`src/rtl/conv1x1_channel_feeder.sv`:
```
// Packs a serial channel stream into LANES-wide words, two pixel banks
// (ping-pong), and replays each pixel as one contiguous framed burst
// followed by at least one idle cycle.
module conv1x1_channel_feeder #(
    parameter int DATWIDTH     = 16,
    parameter int INPUTCHANNEL = 64,
    parameter int LANES        = 16,
    parameter int INPUTSIZE    = 55
) (
    input  logic                      clk,
    input  logic                      rst,
    input  logic                      s_valid,
    output logic                      s_ready,
    input  logic [DATWIDTH-1:0]       s_data,
    input  logic                      i_hold,
    output logic                      o_data_valid,
    output logic [LANES*DATWIDTH-1:0] imgdata,
    output logic                      firstvalue,
    output logic                      lastvalue,
    output logic                      o_frame_done
);

    localparam int G      = INPUTCHANNEL / LANES;
    localparam int GRP_W  = (G > 1) ? $clog2(G) : 1;
    localparam int LANE_W = (LANES > 1) ? $clog2(LANES) : 1;
    localparam int NPIX   = INPUTSIZE * INPUTSIZE;
    localparam int PIX_W  = (NPIX > 1) ? $clog2(NPIX) : 1;
    localparam logic [GRP_W-1:0]  GRP_LAST  = GRP_W'(G - 1);
    localparam logic [LANE_W-1:0] LANE_LAST = LANE_W'(LANES - 1);
    localparam logic [PIX_W-1:0]  PIX_LAST  = PIX_W'(NPIX - 1);

    typedef enum logic [1:0] {IDLE, BURST, GAP} state_t;

    logic [LANES*DATWIDTH-1:0] mem [0:1][0:G-1];

    state_t             state, state_n;
    logic [GRP_W-1:0]   beat, beat_n;
    logic [LANE_W-1:0]  lane_cnt, lane_n;
    logic [GRP_W-1:0]   grp_cnt, grp_n;
    logic               wptr, wptr_n, rptr, rptr_n;
    logic [1:0]         full, full_n;
    logic [PIX_W-1:0]   pix, pix_n;
    logic               accept, last_ch, free;
    logic               emit, last_beat, frame_end;

    assign accept  = s_valid && s_ready;
    assign last_ch = accept && (lane_cnt == LANE_LAST) && (grp_cnt == GRP_LAST);

    // Read-side burst sequencing: launch only on a full bank with no hold, never break a burst
    always_comb begin
        state_n = state;
        beat_n  = beat;
        free    = 1'b0;
        unique case (state)
            IDLE: begin
                if (full[rptr] && !i_hold) begin
                    state_n = BURST;
                    beat_n  = '0;
                end
            end
            BURST: begin
                if (beat == GRP_LAST) begin
                    state_n = GAP;
                    free    = 1'b1;
                end else begin
                    beat_n = beat + 1'b1;
                end
            end
            GAP: begin
                // The gap cycle doubles as the idle check, so back-to-back pixels get one idle cycle
                if (full[rptr] && !i_hold) begin
                    state_n = BURST;
                    beat_n  = '0;
                end else begin
                    state_n = IDLE;
                end
            end
            default: state_n = IDLE;
        endcase
    end

    // Bank bookkeeping: write counters, bank fill/free and pointer toggles
    always_comb begin
        lane_n = lane_cnt;
        grp_n  = grp_cnt;
        wptr_n = wptr;
        rptr_n = rptr;
        full_n = full;
        if (accept) begin
            if (lane_cnt == LANE_LAST) begin
                lane_n = '0;
                grp_n  = (grp_cnt == GRP_LAST) ? '0 : grp_cnt + 1'b1;
            end else begin
                lane_n = lane_cnt + 1'b1;
            end
        end
        if (last_ch) begin
            full_n[wptr] = 1'b1;
            wptr_n       = ~wptr;
        end
        if (free) begin
            full_n[rptr] = 1'b0;
            rptr_n       = ~rptr;
        end
    end

    assign emit      = (state_n == BURST);
    assign last_beat = emit && (beat_n == GRP_LAST);
    assign frame_end = last_beat && (pix == PIX_LAST);

    // Pixel position in the frame advances on every burst's final beat
    always_comb begin
        pix_n = pix;
        if (last_beat) begin
            pix_n = frame_end ? '0 : pix + 1'b1;
        end
    end

    // FSM state register
    always_ff @(posedge clk) begin
        if (!rst) begin
            state <= IDLE;
            beat  <= '0;
        end else begin
            state <= state_n;
            beat  <= beat_n;
        end
    end

    // Write-side control and bank flags; s_ready follows the next-state fill of the next write bank
    always_ff @(posedge clk) begin
        if (!rst) begin
            lane_cnt <= '0;
            grp_cnt  <= '0;
            wptr     <= 1'b0;
            rptr     <= 1'b0;
            full     <= 2'b00;
            pix      <= '0;
            s_ready  <= 1'b0;
        end else begin
            lane_cnt <= lane_n;
            grp_cnt  <= grp_n;
            wptr     <= wptr_n;
            rptr     <= rptr_n;
            full     <= full_n;
            pix      <= pix_n;
            s_ready  <= !full_n[wptr_n];
        end
    end

    // Bank storage: each accepted value lands in its lane of the current word
    always_ff @(posedge clk) begin
        for (int k = 0; k < LANES; k++) begin
            if (accept && (lane_cnt == LANE_W'(k))) begin
                mem[wptr][grp_cnt][k*DATWIDTH +: DATWIDTH] <= s_data;
            end
        end
    end

    // Registered outputs; data and framing are forced to zero outside a burst
    always_ff @(posedge clk) begin
        if (!rst) begin
            o_data_valid <= 1'b0;
            imgdata      <= '0;
            firstvalue   <= 1'b0;
            lastvalue    <= 1'b0;
            o_frame_done <= 1'b0;
        end else begin
            o_data_valid <= emit;
            imgdata      <= emit ? mem[rptr][beat_n] : '0;
            firstvalue   <= emit && (beat_n == '0);
            lastvalue    <= last_beat;
            o_frame_done <= frame_end;
        end
    end

endmodule
```
`config.mk`:
```
export PLATFORM = sky130hd
export DESIGN_NAME = conv1x1_channel_feeder
export DESIGN_NICKNAME = d
export VERILOG_FILES = /design/src/rtl/conv1x1_channel_feeder.sv
export SDC_FILE = /design/constraint.sdc
export NUM_CORES = 2
export LEC_CHECK = 0
export BUFFER_PORTS_ARGS = -buffer_cell sky130_fd_sc_hd__buf_2
export CAP_MARGIN = 25
export CORE_MARGIN = 2
export CORE_UTILIZATION = 55
export CTS_BUF_LIST = sky130_fd_sc_hd__clkbuf_16
export CTS_CLUSTER_SIZE = 10
export DETAILED_ROUTE_END_ITERATION = 12
export PLACE_DENSITY = 0.77
export SKIP_LAST_GASP = 1
export SYNTH_ARGS = -nofsm -noshare
export SYNTH_HDL_FRONTEND = slang
export SYNTH_SLANG_ARGS = --single-unit
```
`constraint.sdc`:
```
create_clock -name clk -period 2.5 [get_ports clk]
set_clock_uncertainty 0.1 [all_clocks]
set_input_delay 0.375 -clock clk [delete_from_list [all_inputs] [get_ports clk]]
set_output_delay 0.375 -clock clk [all_outputs]
set_load 0.01 [all_outputs]
```
# --- After elaboration in Yosys (flattened, before gate mapping) ---
# Memories as Yosys holds them, arrays and structs flattened. A register that Yosys moved wholly into a read port is not among the register bits.
# Index checks and enable logic that the tools add are counted.
classes:
  addsub: 4
  order_cmp: 8
  eq_ne: 22
  mux: 15452
  n_bitwise: 15367
  n_reduce_logical: 33
op_table:
  columns: ["cell", "count"]
  rows:
  - ["$mux 1024", 16]
  - ["$mux 1", 15388]
  - ["$or 1x1->1", 15360]
  - ["$demux 256 s2", 16]
  - ["$mux 256", 3]
  - ["$bmux 256 s2", 1]
  - ["$mux 240", 1]
  - ["$mux 224", 1]
  - ["$mux 208", 1]
  - ["$mux 192", 1]
  - ["$mux 176", 1]
  - ["$mux 160", 1]
  - ["$mux 144", 1]
  - ["$mux 128", 1]
  - ["$mux 112", 1]
  - ["$mux 96", 1]
  - ["$mux 80", 1]
  - ["$mux 64", 1]
  - ["$mux 48", 1]
  - ["$eq 4x4->1 const B", 8]
  - ["$mux 32", 1]
  - ["$logic_and 1x1->1", 25]
  - ["$eq 4x3->1 const B", 4]
  - ["$mux 16", 1]
  - ["other kinds (28)", 50]
totals:
  reg_bits: 287
  mem_bits_rw: 2048
  input_bits: 20
  out_inout_bits: 261
  word_cells: 30901
  memories: 1
memory_table:
  columns: ["memory", "depth", "word_bits", "read_ports", "rd_clocked_by_memory_dff", "wr", "line_no", "source"]
  rows:
  - ["mem", 2, 1024, 1, 1, 1, "34", "logic [LANES*DATWIDTH-1:0] mem [0:1][0:G-1];"]

# --- Logic depth before layout (Yosys ltp) ---
depth:
  ltp_word: 21
  depth_mapped: 10
  ltp_nobuf: 8

# --- Worst setup path before layout ---
# No wires, ideal clock.
synth_path:
  path_type: "flip-flop to flip-flop"
  from: "register lane_cnt[1]"
  to: "memory mem[0][1008] (netlist bit), enable pin"
  setup_ns: 0.388
  t_arrival_ns: 1.929
  t_required_ns: 2.012
  path_slack_ns: 0.083
  stages_incl_launch_ff: 7
  n_path_buf: 2
  period_less_slack_ns: 2.417
  cell_sequence: "dfxtp_1 > ha_1 > and3_1 > clkbuf_1 > nand3_1 > clkbuf_1 > nor2_1"
synth_via:
  elab_chain_cells: 19
  elab_cells_between_ends: 79
  cone_classes: "eq/ne: 15; mux: 32; bitwise: 15; reduce/logical: 17"
synth_rtl:
  columns: ["item", "line_no", "source"]
  rows:
  - ["start, declared", "38", "logic [LANE_W-1:0] lane_cnt, lane_n;"]
  - ["start signal, assigned", "141", "lane_cnt <= lane_n;"]
  - ["$eq 4x1->1 / $logic_not 4->1 (equally long branches)", null, null]
  - ["$logic_and 1x1->1", null, null]
  - ["$mux 1", null, null]
  - ["$mux 1024", null, null]
  - ["$or 1x1->1 (no source line) (14 in a row)", null, null]
  - ["$or 1x1->1 (no source line) (*)", null, null]
  - ["end, declared", "34", null]
# Mark *: on every way between the ends. The rest lies on a longest branch, timed or not.

# --- Worst setup path in the final report ---
layout_path:
  from: "register rptr"
  to: "register imgdata[119]"
layout_via:
  elab_chain_cells: 9
  elab_cells_between_ends: 14
  cone_classes: "eq/ne: 1; mux: 10; bitwise: 1; reduce/logical: 2"
layout_rtl:
  columns: ["item", "line_no", "source"]
  rows:
  - ["start, declared", "40", "logic wptr, wptr_n, rptr, rptr_n;"]
  - ["start signal, assigned", "144", "rptr <= rptr_n;"]
  - ["$mux 1 (*) (2 in a row)", null, null]
  - ["$logic_and 1x1->1 (*)", null, null]
  - ["$mux 2", null, null]
  - ["$pmux 2 s2", null, null]
  - ["$not 2->3", null, null]
  - ["$bmux 256 s2", null, null]
  - ["$mux 256 (2 in a row)", null, null]
  - ["end signal, assigned", "170", "imgdata <= emit ? mem[rptr][beat_n] : '0;"]
  - ["end, declared", "17", "output logic [LANES*DATWIDTH-1:0] imgdata,"]
# Mark *: on every way between the ends. The rest lies on a longest branch, timed or not. The select of a mux whose other input is x is not followed.
# A chain may end at the register's enable or synchronous reset.

==> results <==
- Counting the fill cells in the layout gives 9695.
- The clock network accounts for 45.1% of the total power.
- The synthesized net count is 4462.
- The number of routed nets with antenna violations is 0.
- Synthesis produced 4430 cells.
- The kind of critical path is flip-flop to flip-flop.
- The met3 usage is 4.95%.
- Power spread over the standard cell area amounts to 796 mW/mm^2.
- From bottom edge to top edge, the die measures 394 microns.
- The global-route wire length before repair is 295000 microns.
- Once the floorplan was initialized, standard cells occupied 55.3% of the core.
- The count of flip-flops with a built-in enable after synthesis is 2048.
- The first detailed-routing pass ran for 6 iterations.
- The flow ran to the end, and the final reports show no timing, DRC or antenna violations.
- The post-detailed-route DRC marker count is 0.
- STA classifies the critical path endpoint as a flip-flop.
- The total area inside the core boundary comes to 0.152 sq mm.
- The placer congestion estimate is 0.785.
- The worst path uses 97.2% of the clock period.
- The CTS tree is yes.
- The vias per cell is 6.13.
- The total die area is 0.155 sq mm.
- The prevailing post-synth register cell is edfxtp_1.
- Clock tree synthesis found a total of 2336 sinks.
- For this run, the total global-route usage over all layers was measured as 25.6%.
- The number of global-route vias before repair is 44.8k.
- The slowest cell on the critical path is a221oi_1.
- The met1 track demand over resource is 35.0%.
- The warning count from the yosys run is 0.
- Traced cell by cell, the critical path runs through mux2i_4 > buf_4 > buf_12 > nor3_1 > a221oi_1 > o221ai_1.
- The transition at the pin with the smallest max-transition slack is 861 ps.
- On the worst path, the slowest cell contributes a delay of 520 ps.
- The count of unique library cells instantiated by Yosys is 40.
- The peak supply drop is 0.000615 V.
- The layout net count is 5172.
- In this run, the number of DRC markers left after iteration 0 of detailed routing was 4827.
- The number of antenna violations at the first check in global routing was 10.
- The total via count in the routed design is 45.1k.
- The tightest slew margin relative to the limit is 42.6%.
- The type of the most critical hold path is primary input to flip-flop.
- The analysis attributes to net switching a power of 15.3 mW.
- The post-layout instance count excluding filler cells is 7357.
- Setup violations remaining at the end of the flow were counted as 0.
- Clock-pin slew was measured on the worst setup and hold paths at 50 ps.
- The sequential share of power is 53.7%.
- Subtracting the final worst setup slack from the clock period gives 2430 ps.
- Setup repair after global routing left no endpoint under its margin.
- The multi-input combinational cells in the finished layout cover a total of 0.0152 sq mm.
- Global routing consumed, on the met2 layer, 41.4% of the routing resources.
- The number of hold violations in the final report was 0.
- The analysis attributes to cell leakage a power of 36.6 nW.
- Summing every instance area after synthesis gives 0.0837 sq mm.
- The instance count after placement with tap cells included is 6862.
- Of the cells placed in the final design, the portion with a size suffix greater than 1 is 18.5%.
- Counting instances in the post-synthesis netlist gives the leading cell types as edfxtp_1, mux2i_1, dfxtp_1.
- The largest total area in the synthesized netlist belongs to edfxtp_1.
- From synthesis to final layout, the design area changed by 18.5%.
- The internal power of the cells is 63.7 mW.
- In this run, the combinational gates consume 1.2% of the power.
- The global routing's busiest layer is met2.
- The clock latency of the later-clocked register in the worst-skew pair is 910 ps.
- The fraction of synthesis flops using an asynchronous set or reset pin is 0%.
- The average cell area after synthesis is 18.9 sq um.
- The setup TNS after final layout is 0 ps.
- The count of pins on the block boundary is 281.
- Of the total power, the share spent switching nets is 19.4%.
- Entering global routing, the biggest net connects 129 pins.
- The clock tree root driver cell is clkbuf_16.
- The most frequently used cell type in the post-synthesis netlist is edfxtp_1.
- The data required time of the critical path is 3110 ps.
- The max-slew violation count is 0.
- The register cell area after layout is 0.0673 sq mm.
- The number of I/O port buffers is 280.
- The total of flip-flops plus latches after synthesis is 2336.
- The total clock buffers created by CTS is 286.
- Ranked by total cell area, the synthesized netlist is headed by edfxtp_1, mux2i_1, dfxtp_1.
- For this block, the routed nets add up to 201000 microns of wire.
- In this run the core area contains 143 standard-cell rows.
- From left edge to right edge, the die measures 394 microns.
- The maximum clock frequency is 0.412 GHz.
- The overflow left after global routing is 0.
- In the final routed layout, each cell accounts on average for 27.4 microns.
- The top cell type by area accounts for 73.4% of the synthesized area.
- The largest fanout on the critical path is 45.
- The clock tree synthesis step divided the H-tree into 5 levels.
- The arrival time reported for the critical path endpoint is 3040 ps.
- The max-cap check violation count is 0.
- The wire-length estimate of the detail-placed layout is 114000 microns.
- The nature of the critical path startpoint is a flip-flop.
- The buffer levels on the longest clock path is 4.
- The sequential fraction of the synthesis area is 80.3%.
[kinds of logic after synthesis]
kind of cell,Yosys count,share of synthesized area [%]
adder cells (fa/ha/maj),12,0.179
multiplexers,821,9.82
buffers and inverters,279,1.60
XOR/XNOR,15,0.157
AND/OR/NAND/NOR,441,2.46
AO/OA/AOI/OAI,526,5.47
flip-flops,2336,80.3
[sequential cells by signal, summed over array words and instances (netlist names), named ones only]
signal and cells:
lane_cnt 4, beat 2, s_ready 1, state 2, firstvalue 1, pix 12, wptr 1, full 2
rptr 1, o_frame_done 1, grp_cnt 2, imgdata 256, mem 2048, lastvalue 1, o_data_valid 1
[cell type report]
| cell class | instances | area share (%) |
|---|---|---|
| tap | 2030 | 2.56 |
| clock inverter | 177 | 0.726 |
| clock buffer | 295 | 7.44 |
| inverter | 13 | 0.0492 |
| timing repair buffer | 688 | 6.15 |
| multi-input combinational | 1815 | 15.3 |
| sequential | 2336 | 67.8 |
| antenna | 3 | 0.00756 |
[routing by layer]
metal  wire, microns  vias up
met5               0        -
met4            6420        0
met3           18600      330
met2           98900     2310
met1           77400    22992
li1                -    19438
[worst paths after layout]
path | start | endpoint | slack (ps) | cells after the start
min reg2reg | mem[1][609] | imgdata[97] | 370 | 2
max reg2reg | rptr | imgdata[119] | 70 | 6
max | rptr | imgdata[119] | 70 | 6
min | s_data[4] | mem[1][68] | 20 | 2
[cell usage in the layout (no fill, tap or decap), types with 4 or more instances in the layout]
master / synthesis / routed
buf_2: 36 / 264
nor2_1: 153 / 153
nor3_1: 212 / 212
o221ai_1: 257 / 256
nand2_1: 34 / 32
dfxtp_1: 288 / 287
inv_1: 13 / 178
buf_4: 45 / 282
xnor2_1: 12 / 12
a21oi_1: 5 / 5
nor4_1: 4 / 4
and3_1: 4 / 4
inv_6: 0 / 4
mux2i_1: 820 / 820
o22a_1: 51 / 51
dlygate4sd3_1: 0 / 18
buf_12: 0 / 123
nand3_1: 9 / 9
clkbuf_16: 0 / 295
a221oi_1: 205 / 205
ha_1: 12 / 12
clkinv_1: 0 / 4
edfxtp_1: 2048 / 2048
nor2b_1: 4 / 4
[timing repair]
action	CTS	global route
hold buffers	17	1
setup endpoints to repair	0	2
gates resized for setup	0	1
setup buffers	0	2
endpoints found under the hold margin	350	1
[stage by stage]
| stage | total power, mW | util, % | hold slack (ps) | worst slack [ps] | instance area (sq um) |
|---|---|---|---|---|---|
| final | 79.0 | 65.5 | 23.8 | 71.0 | 99300 |
| after global routing | 81.1 | 65.5 | 36.4 | 1.15 | 99300 |
| after global placement | 44.1 | 60.0 | 370 | 69.3 | 91000 |
| after detailed placement | 44.2 | 60.0 | 379 | 30.8 | 91000 |
| after CTS | 79.5 | 65.5 | 1.55 | 56.2 | 99200 |
| after floorplan | 43.3 | - | 360 | 82.9 | 83700 |
[power by group through the flow]
stage,Clock [mW],Combinational (mW),Sequential [mW]
detailed placement,0,0.950,43.2
global placement,0,0.909,43.2
finish,35.6,0.971,42.4
CTS,36.1,0.973,42.4
global route,37.7,1.03,42.4
floorplan,0,0.0864,43.2
[critical path, delay by kind of cell, from the launching register on]
kind | cells | cell delay [ps]
compound gates | 2 | 840
mux | 1 | 310
buf+inv | 2 | 400
simple gates | 1 | 100
flops | 1 | 450
(Power assumes the default switching activity.)
